[src/rtl/decode_job_sched.sv]
// Decode job scheduler: NBANK bank-pair ring, in-order dispatch to a single
// decoder core with an optional watchdog, and in-order result retirement.
module decode_job_slot #(
  parameter int BANK_W = 1,
  parameter int MODE_W = 1
) (
  input  logic              clk,
  input  logic              rst_n,
  input  logic              wr_en,
  input  logic [BANK_W-1:0] wr_bank,
  input  logic [MODE_W-1:0] wr_mode,
  input  logic              fin_en,
  input  logic              fin_err,
  output logic [BANK_W-1:0] bank,
  output logic [MODE_W-1:0] mode,
  output logic              err,
  output logic              done
);
  always_ff @(posedge clk or negedge rst_n) begin
    if (!rst_n) begin
      bank <= '0;
      mode <= '0;
      err  <= 1'b0;
      done <= 1'b0;
    end else if (wr_en) begin
      bank <= wr_bank;
      mode <= wr_mode;
      err  <= 1'b0;
      done <= 1'b0;
    end else if (fin_en) begin
      done <= 1'b1;
      err  <= fin_err;
    end
  end
endmodule

module decode_job_sched #(
  parameter int NBANK   = 2,
  parameter int BANK_W  = 1,
  parameter int MODE_W  = 1,
  parameter int TMO_W   = 16,
  parameter int TMO_CYC = 0
) (
  input  logic              clk,
  input  logic              rst_n,
  output logic              fill_valid,
  output logic [BANK_W-1:0] fill_bank,
  input  logic              job_commit,
  input  logic [MODE_W-1:0] job_mode,
  output logic              core_start,
  output logic [BANK_W-1:0] core_bank,
  output logic [MODE_W-1:0] core_mode,
  input  logic              core_done,
  output logic              core_abort,
  output logic              res_valid,
  output logic [BANK_W-1:0] res_bank,
  output logic [MODE_W-1:0] res_mode,
  output logic              res_err,
  input  logic              res_ack,
  output logic              busy,
  output logic [BANK_W:0]   pending,
  output logic              commit_err
);
  localparam int PW = BANK_W + 1;

  typedef enum logic [1:0] {S_IDLE, S_START, S_WAIT} state_t;
  state_t state, state_nxt;

  // Pointers carry one wrap bit so a full ring is distinguishable from empty.
  logic [PW-1:0]     wr_ptr, dsp_ptr, rd_ptr;
  logic [BANK_W-1:0] wr_idx, dsp_idx, rd_idx;
  logic [NBANK-1:0]  in_use, use_set, use_clr;
  logic [TMO_W-1:0]  wdog;
  logic              commit_ok, ack_ok, dsp_req, expire, fin, fin_err;

  logic [BANK_W-1:0] slot_bank [NBANK];
  logic [MODE_W-1:0] slot_mode [NBANK];
  logic [NBANK-1:0]  slot_err, slot_done;

  assign wr_idx  = wr_ptr[BANK_W-1:0];
  assign dsp_idx = dsp_ptr[BANK_W-1:0];
  assign rd_idx  = rd_ptr[BANK_W-1:0];

  assign pending   = wr_ptr - rd_ptr;
  assign dsp_req   = (dsp_ptr != wr_ptr);
  assign res_valid = slot_done[rd_idx] && (pending != '0);
  assign res_bank  = slot_bank[rd_idx];
  assign res_mode  = slot_mode[rd_idx];
  assign res_err   = slot_err[rd_idx];
  assign commit_ok = job_commit && fill_valid;
  assign ack_ok    = res_ack && res_valid;
  assign expire    = (TMO_CYC != 0) && (state == S_WAIT) &&
                     (wdog == TMO_W'(TMO_CYC - 1));

  // Lowest-index free bank wins.
  always_comb begin
    fill_valid = 1'b0;
    fill_bank  = '0;
    for (int i = NBANK - 1; i >= 0; i--) begin
      if (!in_use[i]) begin
        fill_valid = 1'b1;
        fill_bank  = BANK_W'(i);
      end
    end
  end

  always_comb begin
    use_set = '0;
    use_clr = '0;
    if (commit_ok) use_set[fill_bank] = 1'b1;
    if (ack_ok)    use_clr[res_bank]  = 1'b1;
  end

  for (genvar i = 0; i < NBANK; i++) begin : g_slot
    decode_job_slot #(.BANK_W(BANK_W), .MODE_W(MODE_W)) u_slot (
      .clk     (clk),
      .rst_n   (rst_n),
      .wr_en   (commit_ok && (wr_idx == BANK_W'(i))),
      .wr_bank (fill_bank),
      .wr_mode (job_mode),
      .fin_en  (fin && (dsp_idx == BANK_W'(i))),
      .fin_err (fin_err),
      .bank    (slot_bank[i]),
      .mode    (slot_mode[i]),
      .err     (slot_err[i]),
      .done    (slot_done[i])
    );
  end

  always_ff @(posedge clk or negedge rst_n) begin
    if (!rst_n) state <= S_IDLE;
    else        state <= state_nxt;
  end

  always_comb begin
    state_nxt = state;
    case (state)
      S_IDLE:  if (dsp_req) state_nxt = S_START;
      S_START: state_nxt = S_WAIT;
      S_WAIT:  if (core_done || expire) state_nxt = S_IDLE;
      default: state_nxt = S_IDLE;
    endcase
  end

  // A completion on the last watchdog cycle counts as a clean finish.
  always_comb begin
    core_start = (state == S_START);
    busy       = (state != S_IDLE);
    fin        = (state == S_WAIT) && (core_done || expire);
    fin_err    = !core_done;
    core_abort = expire && !core_done;
  end

  always_ff @(posedge clk or negedge rst_n) begin
    if (!rst_n) begin
      wr_ptr     <= '0;
      dsp_ptr    <= '0;
      rd_ptr     <= '0;
      in_use     <= '0;
      wdog       <= '0;
      core_bank  <= '0;
      core_mode  <= '0;
      commit_err <= 1'b0;
    end else begin
      wr_ptr  <= wr_ptr + PW'(commit_ok);
      rd_ptr  <= rd_ptr + PW'(ack_ok);
      dsp_ptr <= dsp_ptr + PW'(fin);
      in_use  <= (in_use | use_set) & ~use_clr;
      if (job_commit && !fill_valid) commit_err <= 1'b1;
      if (state == S_IDLE && dsp_req) begin
        core_bank <= slot_bank[dsp_idx];
        core_mode <= slot_mode[dsp_idx];
      end
      if (state == S_START)     wdog <= '0;
      else if (state == S_WAIT) wdog <= wdog + 1'b1;
    end
  end
endmodule

[config.mk]
export PLATFORM = sky130hd
export DESIGN_NAME = decode_job_sched
export DESIGN_NICKNAME = d
export VERILOG_FILES = /design/src/rtl/decode_job_sched.sv
export SDC_FILE = /design/constraint.sdc
export NUM_CORES = 1
export LEC_CHECK = 0
export ABC_AREA = 1
export BUFFER_PORTS_ARGS = -buffer_cell sky130_fd_sc_hd__buf_2
export CAP_MARGIN = 20
export CORE_UTILIZATION = 40
export CTS_CLUSTER_SIZE = 16
export DETAILED_ROUTE_END_ITERATION = 10
export HOLD_SLACK_MARGIN = 0.1
export PLACE_DENSITY_LB_ADDON = 0.08
export SETUP_SLACK_MARGIN = 0.3
export SYNTH_ARGS = -nofsm -noshare
export SYNTH_HDL_FRONTEND = slang
export SYNTH_HIERARCHICAL = 1
export SYNTH_SLANG_ARGS = --single-unit
[constraint.sdc]
create_clock -name clk -period 1.3 [get_ports clk]
set_input_delay 0.065 -clock clk [delete_from_list [all_inputs] [get_ports clk]]
set_output_delay 0.065 -clock clk [all_outputs]
set_load 0.02 [all_outputs]
==> metrics.md, run 1 <==
| Metric | Value |
|---|---|
| Area contributors post-synth | `dfrtp_1, nand2_1, ha_1, inv_1, nor2_1` |
| Crit path required time | `1240 ps` |
| Die outline height | `53.7 um` |
| Die X-Extent | `53.7 um` |
| Fin nets | `194` |
| Clock share of power | `0.070` |
| Post-synthesis sequential area ratio | `0.492` |
| Async S/R FF share, synth | `1.00` |
| Seq pwr share | `0.263` |
| Distinct cells, synth | `18` |
| Buf/Inv on CP | `3` |
| Pre-Repair DR Iteration Count | `4` |
| Pin count of the biggest net entering global routing | `22` |
| Overall Power | `0.00467 W` |
| Detailed placement HPWL | `1.54 mm` |
| Critical path peak fanout | `3` |
| Yosys reg bits | `21` |
| Power per cell area | `2640 nW/um^2` |
| Critical path data arrival time | `1450 ps` |
| CTS tree | `yes` |
| Root Buffer | `clkbuf_4` |
| Failing checks | `negative setup slack` |
| Synth Flop Type | `dfrtp_1` |
| Delay-heaviest family, CP | `flip-flops` |
| CTS Sinks | `21` |
| # port buffers | `18` |
| Vias in the first global route | `926` |
| Die footprint | `2880 um^2` |
| Pleak | `0.901 nW` |
| Largest family of logic cells by synthesized area | `simple AND/OR/NAND/NOR gates` |
| Gr usage total | `0.202` |
| Hold Vio Cnt, Final | `0` |
| Startpoint types | `register` |
| Detailed Route WL | `2.55 mm` |
| CP Class | `register to output port` |
| Worst hold path class | `input port to register` |
| Fin. max-slew vios | `0` |
| CP max stage cell | `dfrtp_2` |
| Worst setup margin | `-211 ps` |
| H-tree Lvls | `1` |
| Post-synth top area cell | `dfrtp_1` |
| Post-Synth XOR/XNOR Area | `0.0492` |
| Post-synth EDFFs | `0` |
| Post-synthesis compound-gate area fraction | `0.0399` |
| Synth Area in Simple Gates | `0.257` |
| Status | `complete, but fails checks` |
| Place WS | `-41.5 ps` |
| Area after DPL | `1270 um^2` |
| Post-route cell area | `1770 um^2` |
| Switching Fraction | `0.422` |
| N_diodes | `0` |
| Final setup violation count | `14` |
| Worst VDD drop | `2.09 mV` |
| Net Switching | `0.00197 W` |
| Syn_nets | `141` |
| Gpl congestion | `0.731` |
| Total I/O pin count | `20` |
| Number of vias after detailed routing | `994` |
| Share of post-route cells with drive strength above 1 | `0.564` |
| Post-detailed-route via-to-cell ratio | `4.71` |
| Comb pwr share | `0.667` |
| Clk_skew | `15.2 ps` |
| Commonest cells in the netlist | `nand2_1, dfrtp_1, inv_1, nor2_1, ha_1` |
| Count leader, synth | `nand2_1` |
| Final hold slack | `151 ps` |
| Starting Density | `0.427` |
| Area share of the largest cell type after synthesis | `0.492` |
| Tcrit/Tclk final | `1.16` |
| Fmax | `662 MHz` |
| WL/cell | `12.1 um` |
| RSZ-0062 raised after global routing | `true` |
| Yosys warns | `6` |
| Syn Std Cell Area | `1070 um^2` |
| Critical Path, Cell by Cell | `ha_4 > nand3_4 > nand2_4 > buf_6 > inv_2 > buf_6` |
| Clock Tree Buf Depth | `2` |
| CTS Buf Count | `3` |
| Core region area | `2500 um^2` |
| Global-route wire length before repair | `4.01 mm` |
| Worst-path clk slew | `130 ps` |
| Min Tclk post-route | `1510 ps` |
| Post-Syn Instances | `129` |
| Initial DRC count | `7` |
| Layout area overhead | `65.8%` |
| Rows | `18` |
| Maxcap violations | `0` |
| Max stage delay on crit path | `470 ps` |
| Post-route ant nets | `0` |
| Clock latency at the later pin of the worst-skew pair | `310 ps` |
| Most common cell on crit path | `buf_6` |
| Post-Synth Adder-Cell Area | `0.0703` |
| Pint | `0.00270 W` |
| Syn avg cell area | `8.27 um^2` |
| Initial antenna violation count | `0` |
| DRC viols | `0` |
| Post-synthesis mux area share | `0` |
| Total congestion overflow | `0` |
| Crit. End Element | `output port` |
[through the flow]
| step | TNS, ps | util | std cells |
|---|---|---|---|
| 2_1_floorplan | -24.2 | - | 129 |
| 3_3_place_gp | -4.83 | 0.509 | 181 |
| 3_5_place_dp | -68.7 | 0.509 | 181 |
| 4_1_cts | -727 | 0.661 | 204 |
| 5_1_grt | -2050 | 0.708 | 211 |
| 6_report | -1280 | 0.708 | 211 |
[worst paths after layout]
kind                       startpoint                    end  slack (ps)  cells past startpoint
max in group asynchronous       rst_n             dsp_ptr[0]         720                      2
setup reg to reg            rd_ptr[0]              rd_ptr[1]        -140                      7
hold reg to reg             core_bank              core_bank         480                      2
hold / removal             job_commit              in_use[1]         150                      5
setup / recovery            rd_ptr[0]              res_valid        -210                      6
min in group asynchronous       rst_n  g_slot[1].u_slot/done         220                      2
[final cells by class]
cell class	instances	area (um^2)
Tap cell	30	37.5
Fill cell	195	731
Clock inverter	1	5.00
Sequential cell	21	532
Clock buffer	3	22.5
Timing Repair Buffer	49	425
Multi-Input combinational cell	84	656
Inverter	23	91.3
[sequential cells by signal (all words and copies together) (netlist names)]
name,cells
commit_err,1
core_bank,1
core_mode,1
dsp_ptr,2
g_slot.u_slot/bank,2
g_slot.u_slot/done,2
g_slot.u_slot/err,2
g_slot.u_slot/mode,2
in_use,2
rd_ptr,2
state,2
wr_ptr,2
[cells by family (layout without fill, tap and decap cells)]
kind of cell	count (synthesis)	in the layout
simple gates	64	64
buf+inv	24	76
fa+ha+maj	6	6
compound gates	7	7
xor+xnor	6	6
other cells	1	1
flops	21	21
[power groups by stage]
stage | combinational [W] | sequential, W | clock [W]
CTS | 0.00276 | 0.00120 | 0.000339
finish | 0.00312 | 0.00123 | 0.000326
floorplan | 0.00118 | 0.00118 | 0
detailed placement | 0.00177 | 0.00118 | 0
global placement | 0.00175 | 0.00118 | 0
global route | 0.00339 | 0.00128 | 0.000366
[worst min-delay path, cell delays in order]
cell	delay [ps]
buf_2	70
inv_1	70
o21bai_1	140
nand2_1	50
inv_1	40
[what timing repair did]
item,in CTS,in global routing
pin swaps,20,13
gates resized for setup,61,17
endpoints found under the hold margin,29,0
setup buffers,14,7
endpoints found under the setup margin,29,29
hold buffers,5,0
[cells in the final DEF, fill, tap and decap left out]
cell,instances
o21ai_0,2
nor2_4,5
nand4_1,2
xnor2_2,1
o21ai_2,1
xor2_2,1
dlygate4sd3_1,5
buf_4,17
inv_4,2
nand3_4,1
conb_1,1
buf_6,18
nor2_1,4
xnor2_1,1
buf_2,9
nand2_1,28
inv_2,9
inv_1,12
a21oi_4,1
nand2_4,3
clkbuf_4,3
nand3_2,2
dfrtp_2,5
o21bai_1,3
nand2_2,15
dfrtp_1,16
ha_4,6
nor2_2,2
clkinv_2,1
nand3_1,2
xor2_1,3
[per-layer routing]
| metal | part of all wire | track usage |
|---|---|---|
| met1 | 0.44 | 0.250 |
| met2 | 0.51 | 0.338 |
| met3 | 0.034 | 0.0339 |
| met4 | 0.011 | 0.105 |
| met5 | 0 | 0 |
(Power assumes the default switching activity.)
==> run 2: changes to the inputs <==
--- a/config.mk
+++ b/config.mk
@@ -18,3 +18,4 @@
 export SYNTH_HDL_FRONTEND = slang
 export SYNTH_HIERARCHICAL = 1
 export SYNTH_SLANG_ARGS = --single-unit
+export TNS_END_PERCENT = 10
==> run 2 against run 1 <==
  * The flow still finishes with violations (negative setup slack)
  * Die area did not move
  * Worst setup slack improved by 12 ps
  * Power shrank 11%
  * Global-route usage fell by 1.0 points
  * Non-clock buffer count shrank 9
  * Flip-flop and latch count did not move
  * Sequential power barely moved
  * Clock-buffer cell count is 1 higher
  * Clock power about the same
  * First-iteration DRC count unchanged
  * Critical path type unchanged
  * Critical endpoint unchanged
  * Largest cell class unchanged
==> metrics.md, run 2 (synthesized netlist as in run 1, its figures left out) <==
| Metric | Value |
|---|---|
| Layout area overhead | `55.2%` |
| Worst hold path class | `input port to register` |
| RSZ-0062 raised after global routing | `true` |
| CTS tree | `yes` |
| Most common cell after layout, fill and taps aside | `nand2_1` |
| Final cell utilization of the core | `0.663` |
| Post-route ant nets | `0` |
| Fin nets | `185` |
| Post-detailed-route via-to-cell ratio | `4.50` |
| Gr usage total | `0.192` |
| Detailed placement HPWL | `1.57 mm` |
| Rows | `18` |
| Die X-Extent | `53.7 um` |
| Number of vias after detailed routing | `909` |
| Post-route cell area | `1660 um^2` |
| Initial antenna violation count | `0` |
| Delay-heaviest family, CP | `flip-flops` |
| Die footprint | `2880 um^2` |
| Critical path data arrival time | `1430 ps` |
| Met2 Use GR | `0.317` |
| Final setup violation count | `8` |
| Tcrit/Tclk final | `1.15` |
| Place WS | `-24.9 ps` |
| Clock latency at the later pin of the worst-skew pair | `310 ps` |
| Pin count of the biggest net entering global routing | `22` |
| Final Non-Filler Cells | `202` |
| Clk_skew | `4.01 ps` |
| Share of post-route cells with drive strength above 1 | `0.500` |
| Fmax | `667 MHz` |
| Pleak | `0.858 nW` |
| CTS Buf Count | `3` |
| Clock Tree Buf Depth | `2` |
| H-tree Lvls | `1` |
| Starting Density | `0.427` |
| Root Buffer | `clkbuf_4` |
| Total I/O pin count | `20` |
| N_diodes | `0` |
| CP Class | `register to output port` |
| Hold Vio Cnt, Final | `0` |
| Startpoint types | `register` |
| Area after DPL | `1300 um^2` |
| Detailed Route WL | `2.37 mm` |
| GR peak layer | `met2` |
| Crit. End Element | `output port` |
| Crit path required time | `1240 ps` |
| Most common cell on crit path | `buf_6` |
| Status | `complete, but fails checks` |
| Total congestion overflow | `0` |
| Pre-Repair DR Iteration Count | `4` |
| Failing checks | `negative setup slack` |
| GRT met1 Usage | `0.245` |
| WL/cell | `11.7 um` |
| Gpl congestion | `0.724` |
| Placed Cells | `188` |
| Global-route wire length before repair | `3.82 mm` |
| Vias in the first global route | `845` |
| CP max stage cell | `dfrtp_2` |
| Core region area | `2500 um^2` |
| Maxcap violations | `0` |
| Min Tclk post-route | `1500 ps` |
| Buf/Inv on CP | `3` |
| Die outline height | `53.7 um` |
| Power per cell area | `2520 nW/um^2` |
| Commonest cells after routing, fill and taps aside | `nand2_1, dfrtp_1, buf_6` |
| CTS Sinks | `21` |
| Grt met3 use | `0.0282` |
| Worst setup margin | `-199 ps` |
| Fin. max-slew vios | `0` |
| Worst VDD drop | `1.60 mV` |
| Critical Path, Cell by Cell | `ha_4 > nand3_4 > nand2_2 > buf_6 > inv_2 > buf_6` |
| Initial DRC count | `7` |
| Max stage delay on crit path | `460 ps` |
| Worst-path clk slew | `120 ps` |
| DRC viols | `0` |
| Critical path peak fanout | `4` |
| # port buffers | `18` |
[run 2: changes by cell type in the layout (fill, tap and decap cells not counted), moves of 2 or more]
| cell | change |
|---|---|
| buf_2 | +2 |
| buf_4 | -6 |
| buf_6 | -5 |
| dfrtp_1 | +2 |
| dfrtp_2 | -2 |
| nand2_1 | +3 |
| nand2_2 | -4 |
[run 2: final timing paths]
path | from | endpoint | slack, ps | cells past startpoint
max in group asynchronous | rst_n | rd_ptr[0] | 720 | 2
min | job_commit | in_use[1] | 170 | 5
min in group asynchronous | rst_n | core_mode | 230 | 2
max | rd_ptr[0] | res_valid | -200 | 6
max reg2reg | rd_ptr[0] | rd_ptr[1] | -30 | 6
min reg2reg | g_slot[0].u_slot/err | g_slot[0].u_slot/err | 480 | 2
[run 2: where the power goes]
group          switching (W)  total (W)  internal, W
Clock               0.000206   0.000326     0.000120
Combinational        0.00135    0.00265      0.00130
Sequential          0.000279    0.00121     0.000929
Total                0.00183    0.00418      0.00235
[run 2: worst min-delay path: stages]
cell and delay (ps):
buf_2 70, inv_1 70, o21bai_1 140, nand2_1 60, inv_1 40
[run 2: per-layer routing]
layer  wire [um]  up-vias
li1            -      471
met1        1060      415
met2        1210       19
met3          63        4
met4          39        0
met5           0        -
[run 2: through the flow]
stage                     total power, W  setup TNS [ps]  hold WS, ps
after floorplan                  0.00231           -24.2         -231
after global placement           0.00297               0         50.5
after detailed placement         0.00302           -41.3         58.1
after CTS                        0.00400            -618          123
after global routing             0.00451           -1080          185
final                            0.00418            -512          168
[run 2: cell type report]
type | count | area [um^2]
inverter | 23 | 93.8
timing repair buffer | 40 | 334
clock buffer | 4 | 26.3
tap | 30 | 37.5
sequential | 21 | 529
multi-input combinational | 84 | 636
fill | 207 | 843
[run 2: timing repair]
item,CTS,global route
hold buffers,5,0
pin swaps,25,20
endpoints found under the hold margin,29,0
buffers inserted,2,3
resized for setup,57,16
endpoints found under the setup margin,28,29
